File: config.mk
export PLATFORM = sky130hd
export DESIGN_NAME = control_unit
export DESIGN_NICKNAME = d
export VERILOG_FILES = /design/src/rtl/control_unit.sv
export SDC_FILE = /design/constraint.sdc
export NUM_CORES = 1
export LEC_CHECK = 0
export CAP_MARGIN = 25
export CORE_UTILIZATION = 42
export CTS_BUF_LIST = sky130_fd_sc_hd__clkbuf_16
export DETAILED_ROUTE_END_ITERATION = 10
export GPL_TIMING_DRIVEN = 1
export HOLD_SLACK_MARGIN = 0.03
export PLACE_DENSITY = 0.92
export SLEW_MARGIN = 15
export SYNTH_ARGS = -nofsm -noshare
export SYNTH_HDL_FRONTEND = slang
export SYNTH_SLANG_ARGS = --single-unit
File: constraint.sdc
create_clock -name clk -period 4.6 [get_ports clk]
set_input_delay 0.69 -clock clk [delete_from_list [all_inputs] [get_ports clk]]
set_output_delay 0.69 -clock clk [all_outputs]
set_load 0.01 [all_outputs]
File: src/rtl/control_unit.sv
// Moore sequencer for the single-bus datapath: fetch (T0-T2), opcode-dependent execute (T3-T7),
// and a HALT state that only reset can leave. Memory waits stall indefinitely on mem_ready.
module control_unit (
  input  logic        clk,
  input  logic        reset,
  input  logic [31:0] IR,
  input  logic        Branch,
  input  logic        mem_ready,
  input  logic        stop,
  output logic        PCout,
  output logic        Zlowout,
  output logic        MDRout,
  output logic        Cout,
  output logic        BAout,
  output logic        Rout,
  output logic        MARin,
  output logic        MDRin,
  output logic        IRin,
  output logic        Yin,
  output logic        PCin,
  output logic        Zlowin,
  output logic        Rin,
  output logic        GRA,
  output logic        GRB,
  output logic        GRC,
  output logic        IncPc,
  output logic        CONin,
  output logic        read,
  output logic        write,
  output logic        run,
  output logic [1:0]  mdr_read,
  output logic [3:0]  control
);

  typedef enum logic [4:0] {RST, T0, T1, T2, T3, T4, T5, T6, T7, HALT} state_t;

  state_t     state_reg, state_next, end_state;
  logic [4:0] opcode_reg;
  logic       t1_first_reg;

  logic       is_ld, is_st, is_alu, is_imm, is_br, is_jr, is_jal, is_halt;
  logic [3:0] alu_op;

  // Only the opcode field of IR is used here.
  logic unused_ir;
  assign unused_ir = ^IR[26:0];

  always_ff @(posedge clk or posedge reset) begin
    if (reset) begin
      state_reg    <= RST;
      opcode_reg   <= 5'd0;
      t1_first_reg <= 1'b0;
    end else begin
      state_reg    <= state_next;
      // PCin in T1 must fire only once even if memory stalls the fetch.
      t1_first_reg <= (state_reg == T0);
      if (state_reg == T2)
        opcode_reg <= IR[31:27];
    end
  end

  // Opcode classes; anything not listed falls through to nop behaviour.
  always_comb begin
    is_ld   = 1'b0;
    is_st   = 1'b0;
    is_alu  = 1'b0;
    is_imm  = 1'b0;
    is_br   = 1'b0;
    is_jr   = 1'b0;
    is_jal  = 1'b0;
    is_halt = 1'b0;
    alu_op  = 4'd0;
    case (opcode_reg)
      5'b00000: is_ld = 1'b1;
      5'b00010: is_st = 1'b1;
      5'b00011: begin is_alu = 1'b1; alu_op = 4'd2; end
      5'b00100: begin is_alu = 1'b1; alu_op = 4'd3; end
      5'b00101: begin is_alu = 1'b1; alu_op = 4'd4; end
      5'b00110: begin is_alu = 1'b1; alu_op = 4'd5; end
      5'b01011: begin is_imm = 1'b1; alu_op = 4'd2; end
      5'b01100: begin is_imm = 1'b1; alu_op = 4'd4; end
      5'b01101: begin is_imm = 1'b1; alu_op = 4'd5; end
      5'b10010: is_br   = 1'b1;
      5'b10011: is_jr   = 1'b1;
      5'b10100: is_jal  = 1'b1;
      5'b11011: is_halt = 1'b1;
      default: ;
    endcase
  end

  always_comb begin
    PCout      = 1'b0;
    Zlowout    = 1'b0;
    MDRout     = 1'b0;
    Cout       = 1'b0;
    BAout      = 1'b0;
    Rout       = 1'b0;
    MARin      = 1'b0;
    MDRin      = 1'b0;
    IRin       = 1'b0;
    Yin        = 1'b0;
    PCin       = 1'b0;
    Zlowin     = 1'b0;
    Rin        = 1'b0;
    GRA        = 1'b0;
    GRB        = 1'b0;
    GRC        = 1'b0;
    IncPc      = 1'b0;
    CONin      = 1'b0;
    read       = 1'b0;
    write      = 1'b0;
    mdr_read   = 2'b00;
    control    = 4'd0;
    run        = (state_reg != RST) && (state_reg != HALT);
    end_state  = stop ? HALT : T0;
    state_next = state_reg;

    case (state_reg)
      RST: state_next = T0;
      T0: begin
        PCout = 1'b1; MARin = 1'b1; IncPc = 1'b1; Zlowin = 1'b1;
        state_next = T1;
      end
      T1: begin
        Zlowout = 1'b1; PCin = t1_first_reg; read = 1'b1;
        mdr_read = 2'b01; MDRin = 1'b1;
        if (mem_ready) state_next = T2;
      end
      T2: begin
        MDRout = 1'b1; IRin = 1'b1;
        state_next = T3;
      end
      T3: begin
        if (is_alu || is_imm) begin
          GRB = 1'b1; Rout = 1'b1; Yin = 1'b1; state_next = T4;
        end else if (is_ld || is_st) begin
          GRB = 1'b1; BAout = 1'b1; Yin = 1'b1; state_next = T4;
        end else if (is_br) begin
          GRA = 1'b1; Rout = 1'b1; CONin = 1'b1; state_next = T4;
        end else if (is_jal) begin
          GRB = 1'b1; PCout = 1'b1; Rin = 1'b1; state_next = T4;
        end else if (is_jr) begin
          GRA = 1'b1; Rout = 1'b1; PCin = 1'b1; state_next = end_state;
        end else if (is_halt) begin
          state_next = HALT;
        end else begin
          state_next = end_state;
        end
      end
      T4: begin
        if (is_alu) begin
          GRC = 1'b1; Rout = 1'b1; control = alu_op; Zlowin = 1'b1; state_next = T5;
        end else if (is_imm) begin
          Cout = 1'b1; control = alu_op; Zlowin = 1'b1; state_next = T5;
        end else if (is_ld || is_st) begin
          Cout = 1'b1; control = 4'd2; Zlowin = 1'b1; state_next = T5;
        end else if (is_br) begin
          PCout = 1'b1; Yin = 1'b1; state_next = T5;
        end else if (is_jal) begin
          GRA = 1'b1; Rout = 1'b1; PCin = 1'b1; state_next = end_state;
        end else begin
          state_next = end_state;
        end
      end
      T5: begin
        if (is_alu || is_imm) begin
          Zlowout = 1'b1; GRA = 1'b1; Rin = 1'b1; state_next = end_state;
        end else if (is_ld || is_st) begin
          Zlowout = 1'b1; MARin = 1'b1; state_next = T6;
        end else if (is_br) begin
          Cout = 1'b1; control = 4'd2; Zlowin = 1'b1; state_next = T6;
        end else begin
          state_next = end_state;
        end
      end
      T6: begin
        if (is_ld) begin
          read = 1'b1; mdr_read = 2'b01; MDRin = 1'b1;
          if (mem_ready) state_next = T7;
        end else if (is_st) begin
          GRA = 1'b1; Rout = 1'b1; MDRin = 1'b1; state_next = T7;
        end else if (is_br) begin
          Zlowout = 1'b1; PCin = Branch; state_next = end_state;
        end else begin
          state_next = end_state;
        end
      end
      T7: begin
        if (is_ld) begin
          MDRout = 1'b1; GRA = 1'b1; Rin = 1'b1; state_next = end_state;
        end else if (is_st) begin
          write = 1'b1;
          if (mem_ready) state_next = end_state;
        end else begin
          state_next = end_state;
        end
      end
      HALT: state_next = HALT;
      default: state_next = RST;
    endcase
  end

endmodule

==> metrics.md <==
| Metric | Value |
|---|---|
| Status | `finished clean` |
| Cells resized by post-CTS repair | `0` |
| Detailed Routing Iterations Pass 1 | `4` |
| Area Overhead vs Synth | `31.6%` |
| Min cycle time layout | `3.55 ns` |
| Clock Skew | `0.00250 ns` |
| Drt wl/cell | `14.2 um` |
| Number of global-route vias before repair | `1169` |
| Hold Crit Class | `input pin to asynchronous set/reset pin` |
| Main synth FF type | `dfrtp_1` |
| Reg2reg path depth | `5` |
| Commonest cells after routing, fill and taps aside | `clkdlybuf4s50_1 (34), nor2_1 (26), nand2_1 (19)` |
| CTS tree | `built` |
| Crit end category | `output pin` |
| Multi-input logic area | `851 um2` |
| Syn Area/Cell | `6.55 um2` |
| # rows | `19` |
| CP Data Required Time | `3.91 ns` |
| Worst-path maximum fanout | `13` |
| Max-Slew Margin vs Limit | `0.587` |
| Post-synth ARST share | `1.00` |
| Drt via density | `6.01` |
| Yosys cell types | `40` |
| H-tree levels | `1` |
| 1st-iter DRT viols | `60` |
| Final TNS setup | `0 ns` |
| ANT nets after route | `0` |
| Seq. cell area | `250 um2` |
| FMAX | `281 MHz` |
| Port Buffers | `34` |
| Clk root buf | `clkbuf_16` |
| CP startpoint kind | `register` |
| #FFs+latches synth | `10` |
| Endpoints failing setup | `0` |
| Remaining DRCs | `0` |
| Fin. Hold Viols | `0` |
| Netlist Area Pre-Place | `~1200 um2` |
| R2r setup slk | `2.56 ns` |
| Gp weighted congestion | `~0.94` |
| HPWL Detailed | `2430 um` |
| Layout net count | `around 240` |
| R2R Path Start | `opcode_reg[0]$_DFFE_PP0P_` |
| Post-CTS Setup Inserts | `0` |
| Slew Viols, Final | `0` |
| Core Region | `about 2700 um2` |
| Worst skew pair latency | `roughly 0.24 ns` |
| Seq/Total Area, Yosys | `0.209` |
| Starting density of the core | `0.438` |
| Fillers | `270` |
| Grt ovf | `0` |
| Share of layout cells above drive strength 1 | `0.0686` |
| Worst setup path class | `register to output pin` |
| Die Height | `55.4 um` |
| Worst-margin pin slew | `0.619 ns` |
| Clock-pin slew on the worst setup and hold paths | `0.04 ns` |
| Num CTS Buffers | `3` |
| Pwr dens | `roughly 660 nW/um2` |
| CTS max path bufs | `2` |
| Clock sinks | `10` |
| Placed instance area | `1500 um2` |
| CTS Hold Bufs | `0` |
| Vias post-DR | `approximately 1400` |
| Die Wd | `between 50 and 60 um` |
| RR Endpoint | `state_reg[1]$_DFFE_PP0P_` |
| Antenna fix cells | `0` |
| Largest net degree at the start of global routing | `22` |
| Worst EP arrival | `2.86 ns` |
| Total Routing Usage GR | `0.228` |
| RSZ-0062 raised after global routing | `no` |
| Global-route wire length before repair | `5630 um` |
| Post-Layout Inst Area | `between 1500 and 2000 um2` |
| Peak supply drop | `approximately 0.00044 V` |
| DIE AREA | `3070 um2` |
| Fin crit share | `0.773` |
| WL final | `3340 um` |
| Max_cap viols | `0` |
| Flip-flop count of the largest register after layout | `5` |
| Yosys warnings | `0` |
| Leak Pwr | `0.000576 uW` |
| Post-Synthesis Cells | `around 180` |
| Post-synth EDFFs | `0` |
| Initial antenna violation count | `0` |
| Top Ports | `64` |
| Commonest non-fill, non-tap cell in the layout | `clkdlybuf4s50_1` |
-- power breakdown --
group          switching (uW)  leakage (uW)  internal (uW)
Sequential                152      0.000123            128
Combinational             320      0.000414            288
Clock                    38.1     0.0000385            114
Total                     510      0.000576            529
-- worst max path at each step --
stage | start | to | slack [ns] | depth (start not counted)
after floorplan | opcode_reg[0]$_DFFE_PP0P_ | MDRout | 2.19 | 4
after global placement | opcode_reg[0]$_DFFE_PP0P_ | GRA | 1.37 | 6
after detailed placement | opcode_reg[0]$_DFFE_PP0P_ | GRA | 1.35 | 6
after CTS | opcode_reg[0]$_DFFE_PP0P_ | GRA | 1.09 | 6
after global routing | opcode_reg[0]$_DFFE_PP0P_ | Rin | 0.88 | 6
final | opcode_reg[0]$_DFFE_PP0P_ | GRA | 1.05 | 6
-- synthesized netlist by cell type, drive strengths merged, types with 2 or more instances --
| cell | n | area share |
|---|---|---|
| nor2 | 26 | 0.081 |
| nand2 | 19 | 0.060 |
| a21oi | 12 | 0.050 |
| nor3 | 12 | 0.050 |
| o21ai | 12 | 0.050 |
| clkbuf | 11 | 0.034 |
| dfrtp | 10 | 0.21 |
| nand3 | 8 | 0.033 |
| buf | 7 | 0.034 |
| nand2b | 7 | 0.037 |
| or2 | 6 | 0.031 |
| inv | 5 | 0.016 |
| a32oi | 4 | 0.029 |
| mux2 | 4 | 0.038 |
| o22ai | 4 | 0.021 |
| and3 | 3 | 0.016 |
| nor4 | 3 | 0.016 |
| or3 | 3 | 0.016 |
| or4 | 3 | 0.019 |
| a2111oi | 2 | 0.015 |
| a311oi | 2 | 0.015 |
| nor2b | 2 | 0.010 |
| o211ai | 2 | 0.013 |
| xnor2 | 2 | 0.015 |
-- per-layer routing --
layer | vias to the layer above | track usage | routed length (um)
li1 | 705 | - | -
met1 | 639 | 0.319 | 1500
met2 | 65 | 0.349 | 1540
met3 | 4 | 0.0187 | 248
met4 | 0 | 0.121 | 44
met5 | - | 0 | 0
-- layout make-up --
class                      count  share of cell area
multi-input combinational    151               0.539
timing repair buffer          34               0.216
tap                           31              0.0246
sequential                    10               0.159
clock inverter                 1             0.00238
inverter                       5              0.0119
clock buffer                   3              0.0476
-- worst max-delay path: stages (launching register included) --
cell and delay [ns]:
dfrtp_1 0.51, nor2_1 0.47, o21ai_0 0.19, a2111oi_0 0.54
o21ai_0 0.22, o211ai_1 0.14, clkdlybuf4s50_1 0.57
-- per-stage QoR --
stage / std cells / power [uW] / worst slack, ns / utilization / hold WS (ns)
global placement: 231 / 864 / 1.37 / 0.548 / 0.746
finish: 235 / 1040 / 1.05 / 0.577 / 0.718
CTS: 235 / 1040 / 1.09 / 0.577 / 0.727
detailed placement: 231 / 879 / 1.35 / 0.548 / 0.769
floorplan: 184 / 681 / 2.19 / - / 0.530
global route: 235 / 1140 / 0.880 / 0.577 / 0.765
-- logic make-up (layout without fill, tap and decap cells) --
| logic type | count (synthesis) | count (layout) | synth area share |
|---|---|---|---|
| compound gates | 46 | 46 | 0.246 |
| xor+xnor | 2 | 2 | 0.0146 |
| fa+ha+maj | 1 | 1 | 0.00835 |
| buf+inv | 23 | 43 | 0.0845 |
| flops | 10 | 10 | 0.209 |
| mux | 4 | 4 | 0.0376 |
| other cells | 1 | 2 | 0.00313 |
| simple gates | 96 | 96 | 0.397 |
(Power assumes the default switching activity.)
